===== src/rtl/seq_mul32.sv =====
// seq_mul32: iterative radix-2 shift-add multiplier for RV32M MUL/MULH/MULHSU/MULHU.
// Optional macro SEQ_MUL_EARLY_TERM_EN skips iterations once the remaining multiplier bits are zero.
`default_nettype none

module cla_adder32b (
  input  logic [31:0] a,
  input  logic [31:0] b,
  input  logic        cin,
  output logic [31:0] sum,
  output logic        cout
);
  logic [31:0] w_g;
  logic [31:0] w_p;
  logic [32:0] w_c;
  logic [8:0]  w_gc;

  assign w_g     = a & b;
  assign w_p     = a ^ b;
  assign w_gc[0] = cin;

  // 4-bit lookahead groups, group carries rippled between groups
  for (genvar gi = 0; gi < 8; gi++) begin : g_grp
    localparam int B = gi * 4;
    assign w_c[B]   = w_gc[gi];
    assign w_c[B+1] = w_g[B] | (w_p[B] & w_gc[gi]);
    assign w_c[B+2] = w_g[B+1] | (w_p[B+1] & w_g[B]) | (w_p[B+1] & w_p[B] & w_gc[gi]);
    assign w_c[B+3] = w_g[B+2] | (w_p[B+2] & w_g[B+1]) | (w_p[B+2] & w_p[B+1] & w_g[B])
                    | (w_p[B+2] & w_p[B+1] & w_p[B] & w_gc[gi]);
    assign w_gc[gi+1] = w_g[B+3] | (w_p[B+3] & w_g[B+2]) | (w_p[B+3] & w_p[B+2] & w_g[B+1])
                      | (w_p[B+3] & w_p[B+2] & w_p[B+1] & w_g[B])
                      | (w_p[B+3] & w_p[B+2] & w_p[B+1] & w_p[B] & w_gc[gi]);
  end

  assign w_c[32] = w_gc[8];
  assign sum     = w_p ^ w_c[31:0];
  assign cout    = w_c[32];
endmodule

module seq_mul32 #(
  parameter int XLEN  = 32,
  parameter int CNT_W = 5
) (
  input  logic        clk,
  input  logic        reset,
  input  logic        in_valid,
  output logic        in_ready,
  input  logic [1:0]  op,
  input  logic [31:0] rs1,
  input  logic [31:0] rs2,
  input  logic        flush,
  output logic        busy,
  output logic        out_valid,
  input  logic        out_ready,
  output logic [31:0] result
);
  localparam logic [1:0] S_IDLE = 2'd0;
  localparam logic [1:0] S_BUSY = 2'd1;
  localparam logic [1:0] S_FIX  = 2'd2;
  localparam logic [1:0] S_DONE = 2'd3;

  logic [1:0]       r_state;
  logic [1:0]       r_op;
  logic [XLEN-1:0]  r_mcand;
  logic [XLEN-1:0]  r_hi;
  logic [XLEN-1:0]  r_lo;
  logic             r_neg;
  logic [CNT_W-1:0] r_cnt;
  logic             r_out_valid;

  logic             w_sa;
  logic             w_sb;
  logic [31:0]      w_sum;
  logic             w_carry;
  logic [63:0]      w_neg64;
  logic             w_rem_zero;
  logic [63:0]      w_early;

  assign w_sa = rs1[31] & ((op == 2'd1) | (op == 2'd2));
  assign w_sb = rs2[31] & (op == 2'd1);

  cla_adder32b u_add (
    .a    (r_hi),
    .b    (r_mcand),
    .cin  (1'b0),
    .sum  (w_sum),
    .cout (w_carry)
  );

  assign w_neg64 = ~{r_hi, r_lo} + 64'd1;

`ifdef SEQ_MUL_EARLY_TERM_EN
  logic [31:0] w_mask;
  logic [5:0]  w_shamt;
  // Multiplier bits still to be consumed sit in lo[31-cnt:0]
  assign w_mask     = 32'hFFFF_FFFF >> r_cnt;
  assign w_rem_zero = ((r_lo & w_mask) == 32'd0);
  assign w_shamt    = 6'd32 - {1'b0, r_cnt};
  assign w_early    = {r_hi, r_lo} >> w_shamt;
`else
  assign w_rem_zero = 1'b0;
  assign w_early    = 64'd0;
`endif

  always_ff @(posedge clk or posedge reset) begin
    if (reset) begin
      r_state     <= S_IDLE;
      r_op        <= 2'd0;
      r_mcand     <= '0;
      r_hi        <= '0;
      r_lo        <= '0;
      r_neg       <= 1'b0;
      r_cnt       <= '0;
      r_out_valid <= 1'b0;
    end else if (flush) begin
      r_state     <= S_IDLE;
      r_out_valid <= 1'b0;
    end else begin
      case (r_state)
        S_IDLE: begin
          if (in_valid) begin
            r_op    <= op;
            r_mcand <= w_sa ? (~rs1 + 32'd1) : rs1;
            r_lo    <= w_sb ? (~rs2 + 32'd1) : rs2;
            r_hi    <= '0;
            r_neg   <= w_sa ^ w_sb;
            r_cnt   <= '0;
            r_state <= S_BUSY;
          end
        end
        S_BUSY: begin
          if (w_rem_zero) begin
            {r_hi, r_lo} <= w_early;
            r_state      <= S_FIX;
          end else begin
            if (r_lo[0]) begin
              {r_hi, r_lo} <= {w_carry, w_sum, r_lo[31:1]};
            end else begin
              {r_hi, r_lo} <= {1'b0, r_hi, r_lo[31:1]};
            end
            r_cnt <= r_cnt + 1'b1;
            if (r_cnt == 5'd31) begin
              r_state <= S_FIX;
            end
          end
        end
        S_FIX: begin
          if (r_neg) begin
            {r_hi, r_lo} <= w_neg64;
          end
          r_state <= S_DONE;
        end
        default: begin
          // Output register stage: valid is raised one edge after entering DONE
          if (!r_out_valid) begin
            r_out_valid <= 1'b1;
          end else if (out_ready) begin
            r_out_valid <= 1'b0;
            r_state     <= S_IDLE;
          end
        end
      endcase
    end
  end

  assign in_ready  = (r_state == S_IDLE);
  assign busy      = (r_state == S_BUSY) | (r_state == S_FIX);
  assign out_valid = r_out_valid;
  assign result    = r_out_valid ? ((r_op == 2'd0) ? r_lo : r_hi) : 32'd0;
endmodule

`default_nettype wire

===== config.mk =====
export PLATFORM = sky130hd
export DESIGN_NAME = seq_mul32
export DESIGN_NICKNAME = d
export VERILOG_FILES = /design/src/rtl/seq_mul32.sv
export SDC_FILE = /design/constraint.sdc
export NUM_CORES = 1
export LEC_CHECK = 0
export ABC_AREA = 0
export CAP_MARGIN = 20
export CORE_MARGIN = 2
export CORE_UTILIZATION = 55
export DETAILED_ROUTE_END_ITERATION = 8
export PLACE_DENSITY_LB_ADDON = 0.15
export SETUP_SLACK_MARGIN = 0.1
export SLEW_MARGIN = 15
export SYNTH_ARGS = -nofsm -noshare
export SYNTH_HDL_FRONTEND = slang
export SYNTH_SLANG_ARGS = --single-unit

===== constraint.sdc =====
create_clock -name clk -period 9.98 [get_ports clk]
set_input_delay 1.996 -clock clk [delete_from_list [all_inputs] [get_ports clk]]
set_output_delay 1.996 -clock clk [all_outputs]
set_load 0.005 [all_outputs]

* After elaboration in Yosys (flattened, before gate mapping)
Cells that the tools add are included.
** Storage, ports and cells
- Bits in registers :: 107
- Input port bits :: 71
- Output and inout port bits :: 35
- Word-level logic and storage cells :: 266
** Cells by class
- $add $sub $neg :: 4
- Equality and inequality tests :: 10
- Multiplexer cells :: 24
- Bitwise logic cells :: 209
- Reduce and logical (&&, ||, !) cells :: 11
** Operators by type and width (count)
- $mux 32 :: 10
- $pmux 32 s3 :: 2
- $and 1x1->1 :: 123
- $or 1x1->1 :: 78
- $add 32x1->32 const B :: 2
- $add 64x1->64 const B :: 1
- $not 32->32 :: 2
- $not 64->64 :: 1
- $xor 32x32->32 :: 2
- $and 32x32->32 :: 1
- $mux 2 :: 5
- $pmux 5 s2 :: 1
- $reduce_bool 5->1 :: 2
- $reduce_and 4->1 :: 2
- $pmux 2 s3 :: 1
- $reduce_and 3->1 :: 2
- $add 5x1->5 const B :: 1
- $eq 5x5->1 const B :: 1
- $mux 5 :: 1
- $eq 2x1->1 const B :: 2
- $eq 2x2->1 const B :: 2
- $logic_not 2->1 :: 2
- $mux 1 :: 4
- $ne 2x2->1 const B :: 2
- other kinds (8) :: 8

* Depth between registers and ports, before layout
- Word-level depth :: 22
- Depth in mapped cells :: 14

* Modules after synthesis
From an unflattened synthesis, not the netlist that was laid out.
** Second synthesis, totals
- Cell total of the unflattened synthesis :: 1338
- Area total of the unflattened synthesis :: 10241.1 um^2
** Modules (own cells, without submodules)
- seq_mul32 :: times used 1, cells an instance 1141, area each 8697.1 um^2
- cla_adder32b :: times used 1, cells an instance 197, area each 1544.0 um^2

* Least setup slack after synthesis
OpenSTA, ideal clock, no wires.
- Path type :: in2reg
- From :: in rs1[8]
- To :: reg r_mcand[28]
- Data arrival time :: 4.044 ns
- Path slack :: 5.806 ns
- Stages :: 8
- Path buffers :: 0
- Cell sequence :: or4_1 or3_1 or2_1 nor3b_2 nand2_1 o41ai_1 xor2_1 o21ai_1
** Between the ends
- Cells in the longest elaborated chain, start to end :: 3
** RTL lines
- start, declared :: line 48 : input logic [31:0] rs1,
- $not 32->32 :: line 122 : r_mcand <= w_sa ? (~rs1 + 32'd1) : rs1;
- $add 32x1->32 :: line 122
- $mux 32 :: line 122
- end signal, assigned :: line 122
- end, declared :: line 63 : logic [XLEN-1:0] r_mcand;
Every way passes these cells.
A chain may end at the register's enable or synchronous reset.

* Worst setup path after layout
- From :: in rs1[8]
- To :: reg r_mcand[25]
The elaborated chain is that of the path after synthesis.

==> impl_metrics.yaml <==
run_status:
  status: "completed"
global_route:
  first_global_vias: 9101
  grt_antenna_before_repair: 0
  grt_overflow: 0
  grt_usage_pct: 30.5
  grt_first_pass_wirelength_mm: 45.2
  grt_start_max_net_pins: 70
cts:
  numCtsBuffers: 9
  cts_sinks: 107
  cts_root_buf: "clkbuf_16"
  cts_hold_buffers: 0
  clk_pin_slew_ps: 80
  post-cts-setup-buffers: 0
  cts_buffer_depth: 2
  cts_htree_levels: 3
  cts_tree: "yes"
  clk_latency_ps: 370
  ctsResizeCount: 0
logic_synthesis:
  ys_types: 78
  synth_ff_type: "dfrtp_1"
  yosysWarnings: 0
  synth.largest_area_cell: "dfrtp_1"
  yosysSeqAreaShare_pct: 27.9
  async_reset_ff_share_pct: 100
  synth_edf_count: 0
  synth.net_count: 1382
  ys_top_cells_by_area: "dfrtp_1, nand2_1, o21ai_0"
  synth.most_common_cell: "nand2_1"
  synth_top_area_share_pct: 27.9
  yosys-top-cells-count: "nand2_1, o21ai_0, dfrtp_1, nor2_1, a21oi_1"
  synth_seq_cells: 107
  syn_area_per_cell_um2: 7.62
  synthCells: 1261
  syn-cell-area_mm2: 0.00961
cells_and_area:
  areaGrowthSynthToFinish_pct: 15.3
  drive_gt1_share_pct: 4.70
  nNetsFinal: 1434
  nFillCells: 1591
  n_antenna_cell: 0
  final_util_pct: 64.5
place:
  hpwl_mm: 19.6
  io_buffers: 105
  gp_congestion: 0.892
timing:
  clock_skew_ps: 8.44
  report.final.setup_viol: 0
  worstMarginPinSlew_ps: 1010
  fmax_mhz: 218
  hold_ws_ps: 492
  relSlewSlack_pct: 32.7
  rsz0062_at_grt: "no"
  post-route-period-util_pct: 45.9
  setup_tns_ps: 0
  post-route-min-period_ps: 4580
  hold_viol: 0
  maxSlewViolCount: 0
floorplan:
  core_area_mm2: 0.0172
  dieWidth_um: 136
  pin_count: 106
  dieHeight_um: 136
  dieArea_mm2: 0.0185
  start_util_pct: 55.9
  rows: 48
worst_setup_path:
  reg2regPathDepth: 12
  r2r_slack_ps: 5860
  crit_start: "rs1[8]"
  path_class: "in -> reg"
  cp-end-kind: "register"
  r2r_start: "r_hi[1]$_DFFE_PP0P_"
  worstReg2RegEnd: "r_hi[27]$_DFFE_PP0P_"
  start_kind: "input pin"
  crit_end: "r_mcand[25]$_DFFE_PP0P_"
  crit_arrival_ps: 4820
  worstPathMaxFanout: 5
  cp.required_ps: 10220
power_and_ir_drop:
  sw_frac_of_total_pct: 49.1
  seqPwrFrac_pct: 32.8
  p_per_area_mw_per_mm2: 243
  comb_power_share_pct: 52.7
  peakVddDrop_uv: 146
  p_clk_share_pct: 14.4
  internal_power_mw: 1.37
  switchingPower_mw: 1.32
  leakage_nw: 4.33
flow_run:
  drv_cap: 0
min_path:
  hp-class: "reg -> reg"
detailed_routing:
  drc: 0
  via_per_inst: 6.35
  drtPass1Iterations: 5
  dr_total_vias: 9794
  wl_mm: 27.6
  drt_first_iter_violations: 965
  avgRoutedWirePerCell_um: 17.9
  ant_nets: 0
[power groups by stage]
| stage | Combinational [mW] | Sequential (mW) | Clock, mW |
|---|---|---|---|
| 3_5_place_dp | 1.40 | 0.885 | 0 |
| 2_1_floorplan | 1.11 | 0.773 | 0 |
| 3_3_place_gp | 1.36 | 0.881 | 0 |
| 4_1_cts | 1.40 | 0.877 | 0.392 |
| 6_report | 1.42 | 0.884 | 0.388 |
| 5_1_grt | 1.60 | 0.910 | 0.408 |
[critical path, cell delays in order]
cell and delay, ps:
clkdlybuf4s50_1 450, or4_1 580, or3_1 350, nor3_1 470, nand3_1 330, o41ai_1 390
xor2_1 160, o21ai_0 80
[cell type report]
cell class                 instances  area [um^2]  area share (%)
tap                              225          282            2.54
multi-input combinational       1045         6530            59.0
clock inverter                     6         72.6           0.655
timing repair buffer             116         1140            10.3
inverter                          34          130            1.18
sequential                       107         2680            24.2
clock buffer                      10          239            2.16
[metal layers]
metal / up-vias / track usage, % / part of all wire, %
li1: 4666 / - / -
met1: 4695 / 41.1 / 43
met2: 380 / 50.3 / 48
met3: 53 / 4.51 / 6.6
met4: 0 / 10.1 / 2.4
met5: - / 0 / 0
[cells in the final DEF (no fill, tap or decap), types with 7 or more instances in the layout]
| master | Yosys | routed |
|---|---|---|
| a21boi_0 | 33 | 33 |
| a211oi_1 | 10 | 10 |
| o22ai_1 | 9 | 9 |
| a21oi_1 | 78 | 78 |
| ha_1 | 42 | 40 |
| o31ai_1 | 12 | 12 |
| buf_4 | 0 | 10 |
| inv_1 | 34 | 33 |
| xor2_1 | 42 | 42 |
| nand2_1 | 211 | 210 |
| xnor2_1 | 41 | 41 |
| clkdlybuf4s50_1 | 0 | 105 |
| a221oi_1 | 17 | 17 |
| nor4_1 | 19 | 19 |
| nand3_1 | 31 | 31 |
| clkbuf_16 | 0 | 9 |
| dfrtp_1 | 107 | 107 |
| or3_1 | 13 | 13 |
| a32oi_1 | 9 | 9 |
| mux2i_1 | 10 | 10 |
| fa_1 | 8 | 8 |
| nor2b_1 | 8 | 8 |
| nand2b_1 | 9 | 9 |
| nor2_1 | 86 | 85 |
| nor3_1 | 55 | 55 |
| mux2_2 | 7 | 7 |
| o31a_1 | 7 | 7 |
| o21ai_0 | 143 | 143 |
| a31oi_1 | 15 | 15 |
| a21o_1 | 13 | 13 |
| and2_1 | 11 | 11 |
[sequential cells by signal, summed over array words and instances (netlist names)]
name,count
r_op,2
r_lo,32
r_hi,32
r_neg,1
r_cnt,5
r_mcand,32
r_state,2
out_valid,1
[worst min path at each step]
stage                                 start                 endpoint  depth (start not counted)
floorplan                 r_neg$_DFFE_PP0P_        r_neg$_DFFE_PP0P_                          2
global placement          r_neg$_DFFE_PP0P_        r_neg$_DFFE_PP0P_                          2
detailed placement   r_mcand[6]$_DFFE_PP0P_   r_mcand[6]$_DFFE_PP0P_                          2
CTS                  r_mcand[5]$_DFFE_PP0P_   r_mcand[5]$_DFFE_PP0P_                          2
global route        r_mcand[11]$_DFFE_PP0P_  r_mcand[11]$_DFFE_PP0P_                          2
finish               r_mcand[6]$_DFFE_PP0P_   r_mcand[6]$_DFFE_PP0P_                          2
[stage by stage]
stage / area, um^2 / setup slack, ps / power [mW] / instances
2_1_floorplan: 9610 / 5170 / 1.88 / 1261
3_3_place_gp: 10700 / 5010 / 2.24 / 1526
3_5_place_dp: 10700 / 4950 / 2.28 / 1526
4_1_cts: 11100 / 5340 / 2.67 / 1542
5_1_grt: 11100 / 5110 / 2.92 / 1543
6_report: 11100 / 5400 / 2.69 / 1543
[kinds of logic (layout without fill, tap and decap cells)]
family / count (synthesis) / after routing / share of synthesized area (%)
xor+xnor: 83 / 83 / 7.57
mux: 17 / 17 / 1.86
simple gates: 495 / 495 / 24.9
compound gates: 400 / 400 / 26.3
buf+inv: 109 / 166 / 4.38
flops: 107 / 107 / 27.9
fa+ha+maj: 50 / 50 / 7.14
(Power assumes the default switching activity.)
